**src/rtl/sc_regpath_pkg.sv**
```systemverilog
`default_nettype none
// ============================================================================
//  Module      : sc_regpath_pkg (package)
//  Description : Shared definitions for the general-purpose register data path.
//                Holds the serial-writer state encoding and the default
//                data-bus width.
//  Revision    : 1.0 - initial release
// ============================================================================
package sc_regpath_pkg;

    // Default width of the register data bus.
    localparam int unsigned c_DATAWIDTH_BUS_DEFAULT = 32;

    // Serial-writer frame state. The encoding is fixed because other blocks
    // in the data path decode it.
    typedef enum logic [1:0] {
        ST_IDLE  = 2'd0,
        ST_SHIFT = 2'd1,
        ST_WRITE = 2'd2,
        ST_ERROR = 2'd3
    } sc_serwr_state_e;

endpackage
`default_nettype wire

```
**src/rtl/sc_gap_timer.sv**
```systemverilog
`default_nettype none
// ============================================================================
//  Module      : sc_gap_timer
//  Description : Saturating idle-gap timer. Counts enabled cycles since the
//                last clear and flags when the count has reached
//                TIMEOUT_CYCLES-1. The count never wraps.
//  Ports       : clk      - clock, posedge
//                rst_n    - asynchronous active-low reset
//                i_clear  - return count to zero (wins over i_enable)
//                i_enable - advance count by one
//                o_expire - count equals TIMEOUT_CYCLES-1
//  Revision    : 1.0 - initial release
// ============================================================================
module sc_gap_timer #(
    parameter int unsigned TIMEOUT_CYCLES = 1024
) (
    input  logic clk,
    input  logic rst_n,
    input  logic i_clear,
    input  logic i_enable,
    output logic o_expire
);

    localparam int unsigned c_TW = (TIMEOUT_CYCLES > 1) ? $clog2(TIMEOUT_CYCLES) : 1;
    localparam logic [c_TW-1:0] c_LAST = c_TW'(TIMEOUT_CYCLES - 1);

    logic [c_TW-1:0] timer_q;
    logic [c_TW-1:0] timer_d;

    always_comb begin
        timer_d = timer_q;
        if (i_clear) begin
            timer_d = '0;
        end else if (i_enable && (timer_q != c_LAST)) begin
            timer_d = timer_q + 1'b1;
        end
    end

    always_ff @(posedge clk or negedge rst_n) begin
        if (!rst_n) begin
            timer_q <= '0;
        end else begin
            timer_q <= timer_d;
        end
    end

    assign o_expire = (timer_q == c_LAST);

endmodule
`default_nettype wire

```
**src/rtl/sc_reg_serial_writer.sv**
```systemverilog
`default_nettype none
// ============================================================================
//  Module      : sc_reg_serial_writer
//  Description : Write-side front end for a general-purpose register. Collects
//                a DATAWIDTH_BUS-bit word MSB first from a bit-serial link and
//                issues a one-cycle write strobe with the assembled word.
//                An inter-bit gap of TIMEOUT_CYCLES idle cycles aborts the
//                frame and raises a sticky error until the next start.
//  Ports       : SC_RegSERWR_CLOCK_50           - clock, posedge
//                SC_RegSERWR_Reset_InLow        - asynchronous active-low reset
//                SC_RegSERWR_Start_InHigh       - frame start pulse
//                SC_RegSERWR_SerialData_In      - serial data bit
//                SC_RegSERWR_SerialValid_InHigh - data bit valid
//                SC_RegSERWR_Write_OutHigh      - one-cycle register write strobe
//                SC_RegSERWR_DataBUS_Out        - assembled word (holds last write)
//                SC_RegSERWR_Busy_OutHigh       - frame in progress
//                SC_RegSERWR_Done_OutHigh       - pulse coincident with write
//                SC_RegSERWR_Error_OutHigh      - sticky gap-timeout flag
//  Revision    : 1.0 - initial release
// ============================================================================
module sc_reg_serial_writer
    import sc_regpath_pkg::*;
#(
    parameter int unsigned DATAWIDTH_BUS  = c_DATAWIDTH_BUS_DEFAULT,
    parameter int unsigned TIMEOUT_CYCLES = 1024
) (
    input  logic                     SC_RegSERWR_CLOCK_50,
    input  logic                     SC_RegSERWR_Reset_InLow,
    input  logic                     SC_RegSERWR_Start_InHigh,
    input  logic                     SC_RegSERWR_SerialData_In,
    input  logic                     SC_RegSERWR_SerialValid_InHigh,
    output logic                     SC_RegSERWR_Write_OutHigh,
    output logic [DATAWIDTH_BUS-1:0] SC_RegSERWR_DataBUS_Out,
    output logic                     SC_RegSERWR_Busy_OutHigh,
    output logic                     SC_RegSERWR_Done_OutHigh,
    output logic                     SC_RegSERWR_Error_OutHigh
);

    localparam int unsigned c_BW = $clog2(DATAWIDTH_BUS);
    localparam logic [c_BW-1:0] c_BIT_LAST = c_BW'(DATAWIDTH_BUS - 1);

    sc_serwr_state_e          state_q, state_d;
    // Only W-1 bits are stored: the final bit goes straight to the output word.
    logic [DATAWIDTH_BUS-2:0] shreg_q, shreg_d;
    logic [c_BW-1:0]          bitcnt_q, bitcnt_d;
    logic [DATAWIDTH_BUS-1:0] data_q, data_d;

    logic [DATAWIDTH_BUS-1:0] w_shifted;
    logic                     w_timer_clear;
    logic                     w_timer_enable;
    logic                     w_timer_expire;

    assign w_shifted = {shreg_q, SC_RegSERWR_SerialData_In};

    sc_gap_timer #(
        .TIMEOUT_CYCLES (TIMEOUT_CYCLES)
    ) u_gap_timer (
        .clk      (SC_RegSERWR_CLOCK_50),
        .rst_n    (SC_RegSERWR_Reset_InLow),
        .i_clear  (w_timer_clear),
        .i_enable (w_timer_enable),
        .o_expire (w_timer_expire)
    );

    always_comb begin
        state_d        = state_q;
        shreg_d        = shreg_q;
        bitcnt_d       = bitcnt_q;
        data_d         = data_q;
        // The timer only runs across idle cycles inside a frame.
        w_timer_clear  = 1'b1;
        w_timer_enable = 1'b0;

        case (state_q)
            ST_SHIFT: begin
                if (SC_RegSERWR_Start_InHigh) begin
                    // Restart wins over a coincident valid bit; that bit is dropped.
                    shreg_d  = '0;
                    bitcnt_d = '0;
                end else if (SC_RegSERWR_SerialValid_InHigh) begin
                    shreg_d = w_shifted[DATAWIDTH_BUS-2:0];
                    if (bitcnt_q == c_BIT_LAST) begin
                        data_d  = w_shifted;
                        state_d = ST_WRITE;
                    end else begin
                        bitcnt_d = bitcnt_q + 1'b1;
                    end
                end else begin
                    w_timer_clear  = 1'b0;
                    w_timer_enable = 1'b1;
                    if (w_timer_expire) begin
                        state_d = ST_ERROR;
                    end
                end
            end
            ST_IDLE, ST_WRITE, ST_ERROR: begin
                if (SC_RegSERWR_Start_InHigh) begin
                    state_d  = ST_SHIFT;
                    shreg_d  = '0;
                    bitcnt_d = '0;
                end else if (state_q == ST_WRITE) begin
                    state_d = ST_IDLE;
                end
            end
            default: begin
                state_d = ST_IDLE;
            end
        endcase
    end

    always_ff @(posedge SC_RegSERWR_CLOCK_50 or negedge SC_RegSERWR_Reset_InLow) begin
        if (!SC_RegSERWR_Reset_InLow) begin
            state_q  <= ST_IDLE;
            shreg_q  <= '0;
            bitcnt_q <= '0;
            data_q   <= '0;
        end else begin
            state_q  <= state_d;
            shreg_q  <= shreg_d;
            bitcnt_q <= bitcnt_d;
            data_q   <= data_d;
        end
    end

    // Status outputs are pure decodes of the state register, so an
    // asynchronous reset clears them without waiting for a clock edge.
    assign SC_RegSERWR_Write_OutHigh = (state_q == ST_WRITE);
    assign SC_RegSERWR_Done_OutHigh  = (state_q == ST_WRITE);
    assign SC_RegSERWR_Busy_OutHigh  = (state_q == ST_SHIFT) || (state_q == ST_WRITE);
    assign SC_RegSERWR_Error_OutHigh = (state_q == ST_ERROR);
    assign SC_RegSERWR_DataBUS_Out   = data_q;

endmodule
`default_nettype wire
```
**config.mk**
```make
export PLATFORM = sky130hd
export DESIGN_NAME = sc_reg_serial_writer
export DESIGN_NICKNAME = d
export VERILOG_FILES = /design/src/rtl/sc_regpath_pkg.sv /design/src/rtl/sc_gap_timer.sv /design/src/rtl/sc_reg_serial_writer.sv
export SDC_FILE = /design/constraint.sdc
export NUM_CORES = 1
export LEC_CHECK = 0
export ABC_AREA = 1
export BUFFER_PORTS_ARGS = -buffer_cell sky130_fd_sc_hd__buf_2
export CORE_MARGIN = 2
export CORE_UTILIZATION = 38
export DETAILED_ROUTE_END_ITERATION = 10
export GPL_TIMING_DRIVEN = 0
export PLACE_DENSITY = 0.65
export SLEW_MARGIN = 15
export SYNTH_ARGS = -nofsm -noshare
export SYNTH_HDL_FRONTEND = slang
export SYNTH_SLANG_ARGS = --single-unit
export TNS_END_PERCENT = 10
```
**constraint.sdc**
```tcl
create_clock -name SC_RegSERWR_CLOCK_50 -period 1.7 [get_ports SC_RegSERWR_CLOCK_50]
set_input_delay 0 -clock SC_RegSERWR_CLOCK_50 [delete_from_list [all_inputs] [get_ports SC_RegSERWR_CLOCK_50]]
set_output_delay 0 -clock SC_RegSERWR_CLOCK_50 [all_outputs]
set_load 0.03 [all_outputs]
```
==> results of run 1 <==
-- worst min-delay path by stage --
stage	from	to	slack, ps	cells past startpoint
floorplan	SC_RegSERWR_Reset_InLow	SC_RegSERWR_DataBUS_Out[0]	-300	0
global placement	SC_RegSERWR_SerialData_In	SC_RegSERWR_DataBUS_Out[0]	270	3
detailed placement	SC_RegSERWR_Reset_InLow	shreg_q[5]	10	1
CTS	SC_RegSERWR_SerialValid_InHigh	state_q[0]	30	4
global route	SC_RegSERWR_SerialValid_InHigh	state_q[0]	90	4
finish	SC_RegSERWR_SerialValid_InHigh	state_q[0]	80	4
-- cells by family (layout without fill, tap and decap cells) --
logic type / Yosys count / in the layout / share of synthesized area [%]
buffers and inverters: 63 / 130 / 7.71
AOI/OAI and AO/OA: 75 / 75 / 12.8
DFF: 80 / 80 / 61.4
adders and majority gates: 7 / 7 / 2.68
and+or+nand+nor: 106 / 107 / 14.7
xor gates and xnor gates: 3 / 3 / 0.806
-- flip-flops by register name, summed over array words and instances (netlist names) --
name,flops
shreg_q,31
SC_RegSERWR_DataBUS_Out,32
state_q,2
bitcnt_q,5
u_gap_timer.timer_q,10
-- worst max-delay path, stage by stage (launching register included) --
cell     delay [ps]
dfrtp_1         400
ha_2            200
nand2_2          80
nor2_2           40
ha_2            170
nand2_2          80
nor2_4           50
buf_4           140
nor3_4          220
inv_2           100
nand2_1          60
o21ai_1          60
-- routing by layer --
| metal | track usage [%] | wire [um] | vias up |
|---|---|---|---|
| met3 | 2.96 | 198 | 7 |
| met5 | 0 | 0 | - |
| met1 | 19.2 | 3100 | 1222 |
| met2 | 24.1 | 3230 | 40 |
| met4 | 5.96 | 88 | 0 |
| li1 | - | - | 1227 |
-- through the flow --
step           cell area, um^2  setup slack (ps)  TNS (ps)  util (%)
3_3_place_gp              3590             -47.0     -1190      43.5
5_1_grt                   4030              -133     -1350      48.8
4_1_cts                   3860              1.87         0      46.7
2_1_floorplan             3260               160         0         -
6_report                  4030             -2.10     -2.10      48.8
3_5_place_dp              3620             -99.7     -2450      43.8
-- layout make-up --
cell class,instances,share of cell area (%)
inverters,50,4.66
plain buffers,13,2.67
clock buffers,10,3.42
clock inverters,5,1.43
repair buffers,52,8.14
multi-input cells,192,26.7
flip-flops and latches,80,49.8
well taps,105,3.26
-- power by group through the flow --
stage	logic, uW	clock network, uW	registers (uW)
after global placement	962	0	2130
after global routing	1190	1500	2110
after floorplan	649	0	2190
final	1070	1380	2100
after CTS	1020	1410	2100
after detailed placement	987	0	2130
-- cell usage after synthesis, drive strengths merged --
| cell type | instances | area (um^2) |
|---|---|---|
| a21o | 1 | 7.51 |
| a21oi | 6 | 30.0 |
| buf | 10 | 52.6 |
| clkbuf | 3 | 11.3 |
| dfrtp | 80 | 2000 |
| ha | 7 | 87.6 |
| inv | 50 | 188 |
| nand2 | 66 | 250 |
| nand3 | 17 | 90.1 |
| nand3b | 1 | 7.51 |
| nand4 | 3 | 18.8 |
| nor2 | 15 | 76.3 |
| nor3 | 2 | 21.3 |
| nor3b | 1 | 7.51 |
| o21ai | 37 | 185 |
| o22ai | 31 | 194 |
| or2 | 1 | 6.26 |
| xnor2 | 1 | 8.76 |
| xor2 | 2 | 17.5 |
-- timing repair --
| action | 4_1_cts | 5_1_grt |
|---|---|---|
| setup endpoints to repair | 59 | 75 |
| cloned | 0 | 3 |
| buffers inserted | 1 | 6 |
| pin swaps | 1 | 1 |
| endpoints found under the hold margin | 41 | 0 |
| hold buffers | 2 | 0 |
| resized for setup | 7 | 36 |
==> summary.txt, run 1 <==
Timing
  – Setup ws final: -2.10 ps
  – Hold WS: 83.9 ps
  – Min Tclk post-route: 1700 ps
  – Tcrit/Tclk final: 100%
  – Final setup skew: approximately 12 ps
  – Setup violations, final: 1
  – Final Slew Violations: 0
  – Max_slew headroom: 65.0%
  – Fmax: around 590 MHz
  – Slew @ Worst Pin: between 500 and 600 ps
  – RSZ-0062 raised after global routing: yes
  – Final Hold Viols: 0

Global routing
  – GR Util All Layers: between 10 and 15%
  – Vias in the first global route: 2521
  – Largest net degree at the start of global routing: 42
  – Initial antenna violation count: 0
  – First-pass GRT wire length: 11.4 mm
  – Total global routing overflow: 0

Worst setup path
  – CP endpoint kind: register
  – Setup crit start kind: register
  – Top fanout value on the critical path: 6
  – Worst Setup SP: bitcnt_q[0]
  – Reg2Reg Depth: 11
  – Setup crit end: bitcnt_q[2]
  – Crit path required time: 1920 ps
  – Crit Path Class: reg2reg
  – Reg2reg end: bitcnt_q[2]
  – WP data arrival: 1930 ps
  – Start of the worst register-to-register path: bitcnt_q[0]
  – R2r setup slk: -2 ps

Logic synthesis
  – Synth Register Bits: 80
  – Synthesized area: 3260 um^2
  – Gate Count Post-Synth: around 330
  – Cell variety after synth: 27
  – Yosys Warn Count: 0
  – Register area share after synthesis: 61.4%
  – Syn avg cell area: 9.77 um^2
  – Syn nets: 346

Floorplanning
  – Io pins: 41
  – FP Rows: 33
  – Die width: 96.7 um
  – Area of the core: 8260 um^2
  – Starting Density: 39.5%
  – Die area: 9340 um^2
  – Die height: ~97 um

Routing
  – Vias/cell: 4.92
  – Post-DRT Antenna Nets: 0
  – DRC Markers: 0
  – Drt total wl: 6.62 mm
  – WL/cell: ~13 um
  – DR vias: 2496
  – Initial DRC Count: 107
  – First drt pass iteration count: 5

Min path
  – Worst Hold Class: in2reg

Power and ir drop
  – Clk pwr share: 30.3%
  – Leakage: between 0.0015 and 0.002 uW
  – Cell Int Power: 3070 uW
  – Maximum vdd drop: 0.427 mV
  – Seq pwr share: about 46%
  – P_sw: 1480 uW
  – Logic pwr share: a little under a quarter
  – PwrDens: 1130 nW/um^2
  – Switching Share: between 30% and 40%
  – Total power: 4550 uW

Clock network
  – Clock sinks: 80
  – Root Buffer: clkbuf_8
  – Worst-skew pair later-pin latency: 340 ps
  – Worst-path clk slew: 80 ps
  – Num CTS Buffers: 9
  – CTS tree: built
  – Clock Tree Buf Depth: 2
  – H-Tree Depth: 3

Cells and area
  – Commonest cells after routing, fill and taps aside: dfrtp_1 (79), nand2_1 (61), inv_1 (46)
  – Area growth syn-to-layout: 23.4%
  – Layout cells sized above 1: roughly a quarter
  – Register area: around 2000 um^2
  – Final Net Count: 410
  – Multi-input logic area: about 1100 um^2
  – Most common cell after layout, fill and taps aside: dfrtp_1
  – # fillers: 798
  – Non-filler cells, final: ~510
  – Antenna fix cells: 0

Status
  – Failing checks: setup timing
  – Status: finished, violations left

Placement
  – Placed Cells incl. Taps: 480
  – Number of I/O port buffers: 40
  – Detailed Place HPWL: approximately 4.4 mm
  – Final GP Congestion: 0.797

Run
  – Max-Cap Viols: 0
Power figures use the tool's default switching activity.
==> inputs of run 2 (changes only) <==
--- a/config.mk
+++ b/config.mk
@@ -11,7 +11,6 @@
 export CORE_UTILIZATION = 38
 export DETAILED_ROUTE_END_ITERATION = 10
 export GPL_TIMING_DRIVEN = 0
-export PLACE_DENSITY = 0.65
 export SLEW_MARGIN = 15
 export SYNTH_ARGS = -nofsm -noshare
 export SYNTH_HDL_FRONTEND = slang
==> run 2 against run 1 <==
Effect of this change: the run still ends with setup timing left; die area unchanged; sequential cell count unchanged; setup slack worse by 30 ps; hold slack worse by 18 ps; first-iteration DRC count up 12%.
==> summary.txt, run 2 (synthesized netlist as in run 1, its figures left out) <==
Status
  – Status: finished, violations left
  – Failing checks: setup timing

Global routing
  – Largest net degree at the start of global routing: 49
  – Vias in the first global route: around 2400
  – First-pass GRT wire length: 11.3 mm
  – Initial antenna violation count: 0
  – Total global routing overflow: 0
  – GR Util All Layers: 14.4%

Placement
  – Setup slack at placement: -105 ps
  – Final GP Congestion: 0.824
  – Post-DP Area: about 3600 um^2
  – Number of I/O port buffers: 40
  – Detailed Place HPWL: 4.34 mm

Routing
  – Vias/cell: 4.82
  – First drt pass iteration count: 4
  – WL/cell: 13.1 um
  – Drt total wl: ~6.6 mm
  – DR vias: 2437
  – Post-DRT Antenna Nets: 0
  – Initial DRC Count: 120
  – DRC Markers: 0

Floorplanning
  – Die height: 96.7 um
  – Die area: 9340 um^2
  – Area of the core: 8260 um^2
  – Die width: 96.7 um
  – FP Rows: 33
  – Starting Density: between 30% and 40%
  – Io pins: 41

Cells and area
  – Area growth syn-to-layout: 24.3%
  – Final Core Density: between 40% and 50%
  – Layout cells sized above 1: approximately 26%
  – Max reg flops: 32
  – Antenna fix cells: 0
  – Final Net Count: 408
  – Design area: between 4000 and 5000 um^2
  – # fillers: 769
  – Most common cell after layout, fill and taps aside: dfrtp_1
  – Commonest cells after routing, fill and taps aside: dfrtp_1 (79), nand2_1 (61), inv_1 (46)

Worst setup path
  – CP endpoint kind: register
  – Setup crit start kind: register
  – WP data arrival: just under 2000 ps
  – Top fanout value on the critical path: 7
  – CP max stage cell: dfrtp_1
  – Slowest cell delay on critical path: 370 ps
  – Crit path required time: 1930 ps
  – CP Cell Sequence: ha_2 -> nand2_2 -> nor2_2 -> ha_2 -> nand2_2 -> nor2_4 -> nand2_4 -> clkbuf_16 -> nand2_1 -> o21ai_1
  – Crit Path Class: reg2reg

Power and ir drop
  – P_sw: 1480 uW
  – Switching Share: 32.3%
  – Clk pwr share: between 30% and 40%
  – Leakage: a little under 0.002 uW
  – Maximum vdd drop: 0.465 mV
  – Logic pwr share: 23.0%
  – Seq pwr share: 45.7%
  – PwrDens: 1130 nW/um^2
  – Cell Int Power: 3100 uW

Timing
  – Setup ws final: -32.2 ps
  – Final setup skew: 6.42 ps
  – Slew @ Worst Pin: 446 ps
  – Fmax: 577 MHz
  – Final Slew Violations: 0
  – Hold WS: between 60 and 70 ps
  – RSZ-0062 raised after global routing: yes
  – Tcrit/Tclk final: 102%
  – Final Hold Viols: 0
  – Min Tclk post-route: 1730 ps
  – Setup violations, final: 16
  – Max_slew headroom: 70.2%

Clock network
  – CTS tree: built
  – Root Buffer: clkbuf_8
  – Worst-path clk slew: about 80 ps
  – H-Tree Depth: 3
  – Clock sinks: 80
  – Clock Tree Buf Depth: 2
  – Num CTS Buffers: 9
  – Worst-skew pair later-pin latency: 340 ps

Min path
  – Worst Hold Class: in2reg

Run
  – Max-Cap Viols: 0
## run 2: cell types whose count changed in the layout (fill, tap and decap cells not counted), moves of 2 or more
cell / before / now
clkbuf_2: 0 / 3
clkinvlp_4: 0 / 2
clkinv_4: 2 / 0
buf_4: 12 / 7
buf_2: 44 / 41
## run 2: worst max-delay path, delay by kind of cell (launching register included)
kind | cells | cell delay (ps)
and+or+nand+nor | 6 | 630
adders and majority gates | 2 | 380
DFF | 1 | 370
buffers and inverters | 1 | 190
AOI/OAI and AO/OA | 1 | 60
## run 2: routing by layer
layer / GRT usage (%) / vias up / wire length [um]
met3: 2.75 / 12 / 192
met4: 5.85 / 0 / 114
met1: 19.8 / 1170 / 3180
met2: 22.8 / 31 / 3160
li1: - / 1224 / -
met5: 0 / - / 0
## run 2: timing repair
action                                 CTS  global route
gates cloned                             0             3
resized for setup                       11            25
setup endpoints to repair               66            77
endpoints found under the hold margin   52             0
hold buffers                             2             0
setup buffers                            2             3
pin swaps                                3             7
## run 2: final timing paths
kind / startpoint / end / slack [ps] / depth (start not counted)
max: bitcnt_q[1] / SC_RegSERWR_DataBUS_Out[8] / -30 / 10
min: SC_RegSERWR_SerialValid_InHigh / SC_RegSERWR_DataBUS_Out[16] / 70 / 4
max reg2reg: bitcnt_q[1] / SC_RegSERWR_DataBUS_Out[8] / -30 / 10
min reg2reg: SC_RegSERWR_DataBUS_Out[26] / SC_RegSERWR_DataBUS_Out[26] / 480 / 2
max in group asynchronous: SC_RegSERWR_Reset_InLow / u_gap_timer.timer_q[0] / 950 / 3
min in group asynchronous: SC_RegSERWR_Reset_InLow / shreg_q[6] / 150 / 2
## run 2: cell type report
cell class	instances	area, um^2	area share, %
Buffer	13	115	2.84
Clock buffer	11	151	3.73
Clock inverter	5	55.1	1.36
Inverter	50	188	4.63
Multi-Input combinational cell	192	1070	26.5
Sequential cell	80	2000	49.4
Tap cell	105	131	3.24
Timing Repair Buffer	50	338	8.33
## run 2: power groups by stage
stage | Combinational (uW) | Sequential [uW] | Clock (uW)
2_1_floorplan | 649 | 2190 | 0
3_5_place_dp | 996 | 2130 | 0
6_report | 1060 | 2100 | 1430
4_1_cts | 1050 | 2090 | 1460
5_1_grt | 1190 | 2110 | 1560
3_3_place_gp | 969 | 2130 | 0
## run 2: per-stage QoR
| step | TNS, ps | cells | total power [uW] |
|---|---|---|---|
| after floorplan | 0 | 334 | 2840 |
| after detailed placement | -3530 | 480 | 3130 |
| final | -220 | 506 | 4580 |
| after CTS | -47.6 | 500 | 4600 |
| after global placement | -2090 | 479 | 3100 |
| after global routing | -6000 | 506 | 4860 |
==> inputs of run 3 (changes only) <==
==> constraint.sdc (replaced) <==
create_clock -name SC_RegSERWR_CLOCK_50 -period 1.7 [get_ports SC_RegSERWR_CLOCK_50]
set_input_delay 0.17 -clock SC_RegSERWR_CLOCK_50 [delete_from_list [all_inputs] [get_ports SC_RegSERWR_CLOCK_50]]
set_output_delay 0.17 -clock SC_RegSERWR_CLOCK_50 [all_outputs]
set_load 0.03 [all_outputs]
==> run 3 against run 2 <==
Effect of this change: the run still ends with setup timing left; total power hardly changed; cell count shrank 0.20%; largest power group unchanged; setup slack barely moved; sequential share of layout area grew 0.12 points; register-to-register slack hardly changed; first-iteration DRC count increased by 0.83%.
==> summary.txt, run 3 (synthesized netlist as in run 1, its figures left out) <==
Status
  – Status: finished, violations left
  – Failing checks: setup timing

Timing
  – RSZ-0062 raised after global routing: yes
  – Final setup skew: between 6 and 7 ps
  – Setup ws final: -31.9 ps
  – Total Neg Setup Slack: -217 ps
  – Min Tclk post-route: between 1500 and 2000 ps
  – Fmax: between 500 and 600 MHz
  – Setup violations, final: 16
  – Slew @ Worst Pin: 462 ps
  – Final Slew Violations: 0
  – Hold WS: 89.0 ps
  – Tcrit/Tclk final: 102%
  – Max_slew headroom: 69.2%
  – Final Hold Viols: 0

Floorplanning
  – Area of the core: 8260 um^2
  – Die area: 9340 um^2
  – Starting Density: 39.5%
  – Die height: between 90 and 100 um
  – Die width: just under 100 um
  – FP Rows: 33
  – Io pins: 41

Clock network
  – Num CTS Buffers: 9
  – Worst-path clk slew: 80 ps
  – Clock sinks: 80
  – Root Buffer: clkbuf_8
  – Clock Tree Buf Depth: 2
  – H-Tree Depth: 3
  – Worst-skew pair later-pin latency: about 340 ps
  – CTS tree: built

Worst setup path
  – Top fanout value on the critical path: 7
  – Crit Path Class: reg2reg
  – Worst Setup SP: bitcnt_q[1]
  – CP max stage cell: dfrtp_1
  – CP endpoint kind: register
  – Setup crit start kind: register
  – WP data arrival: 1950 ps
  – Crit path required time: roughly 1900 ps
  – Start of the worst register-to-register path: bitcnt_q[1]
  – CP Cell Sequence: ha_2 -> nand2_2 -> nor2_2 -> ha_2 -> nand2_2 -> nor2_4 -> nand2_4 -> clkbuf_16 -> nand2_1 -> o21ai_1
  – Crit-path leading delay family: simple AND/OR/NAND/NOR gates
  – CP Buf/Inv Count: 1
  – Reg2Reg Depth: 10
  – Slowest cell delay on critical path: around 370 ps
  – Reg2reg end: SC_RegSERWR_DataBUS_Out[14]
  – R2r setup slk: -30 ps

Min path
  – Worst Hold Depth: 3
  – Hold path startpoint: SC_RegSERWR_SerialData_In
  – Worst Hold Path EP: SC_RegSERWR_DataBUS_Out[0]
  – Worst Hold Class: in2reg

Cells and area
  – Area growth syn-to-layout: 24.0%
  – Final Core Density: 49.0%
  – Layout cells sized above 1: 25.8%
  – Most common cell after layout, fill and taps aside: dfrtp_1
  – Max reg flops: 32
  – Final Net Count: roughly 410
  – Antenna fix cells: 0
  – Commonest cells after routing, fill and taps aside: dfrtp_1 (79), nand2_1 (61), inv_1 (46)

Routing
  – Post-DRT Antenna Nets: 0
  – Initial DRC Count: 121
  – First drt pass iteration count: 4
  – Drt total wl: 6.66 mm
  – Met1 WL: ~3.2 mm
  – Vias/cell: 4.82
  – WL/cell: 13.2 um
  – DR vias: roughly 2400
  – DRC Markers: 0
  – Top Layer Used: met4
  – Routed length on met2: 3.14 mm
  – Met3 WL: around 190 um

Global routing
  – Total global routing overflow: 0
  – GR Util All Layers: roughly 14%
  – Largest net degree at the start of global routing: 49
  – Initial antenna violation count: 0
  – First-pass GRT wire length: 11.3 mm
  – Vias in the first global route: 2404

Power and ir drop
  – Maximum vdd drop: 0.465 mV
  – PwrDens: 1130 nW/um^2
  – Leakage: 0.00195 uW

Run
  – Max-Cap Viols: 0

Placement
  – Final GP Congestion: 0.824
  – Detailed Place HPWL: 4.34 mm
  – Number of I/O port buffers: 40
## run 3: cell count changes in the layout (fill, tap and decap cells not counted), sizes merged
cell,change
dlygate4sd3,-1
## run 3: how the worst max path moves through the flow
stage | to | cells after the start
final | SC_RegSERWR_DataBUS_Out[14] | 10
after global routing | SC_RegSERWR_DataBUS_Out[15] | 9
after CTS | shreg_q[6] | 6
after detailed placement | SC_RegSERWR_DataBUS_Out[24] | 10
after global placement | u_gap_timer.timer_q[3] | 1
after floorplan | SC_RegSERWR_DataBUS_Out[10] | 10
## run 3: routing by layer
metal | vias up | track usage (%)
met4 | 0 | 5.85
met1 | 1170 | 19.8
li1 | 1223 | -
met3 | 12 | 2.75
met5 | - | 0
met2 | 31 | 22.8
## run 3: final cells by class
class / count / area, um^2
fillers: 771 / 4210
repair buffers: 49 / 328
multi-input cells: 192 / 1070
clock buffers: 11 / 151
clock inverters: 5 / 55.1
well taps: 105 / 131
plain buffers: 13 / 115
flip-flops and latches: 80 / 2000
inverters: 50 / 188
## run 3: timing repair
| action | 4_1_cts | 5_1_grt |
|---|---|---|
| hold buffers | 1 | 0 |
| setup buffers | 2 | 3 |
| gates cloned | 0 | 3 |
| endpoints found under the hold margin | 32 | 0 |
| pin swaps | 3 | 7 |
| endpoints found under the setup margin | 66 | 77 |
| gates resized for setup | 11 | 25 |
## run 3: worst min-delay path: stages
cell	delay, ps
buf_2	90
inv_1	60
o21ai_1	70
## run 3: where the power goes
group,total (uW),switching [uW],internal [uW]
combinational,1060,717,339
sequential,2100,88.1,2010
clock,1430,679,754
## run 3: per-stage QoR
stage               cell area, um^2  total power (uW)  setup slack (ps)  std cells
finish                         4050              4580             -31.9        505
global route                   4050              4850              -155        505
CTS                            3890              4600             -8.64        499
detailed placement             3620              3130              -105        480
global placement               3590              3100              -114        479
floorplan                      3260              2840               160        334
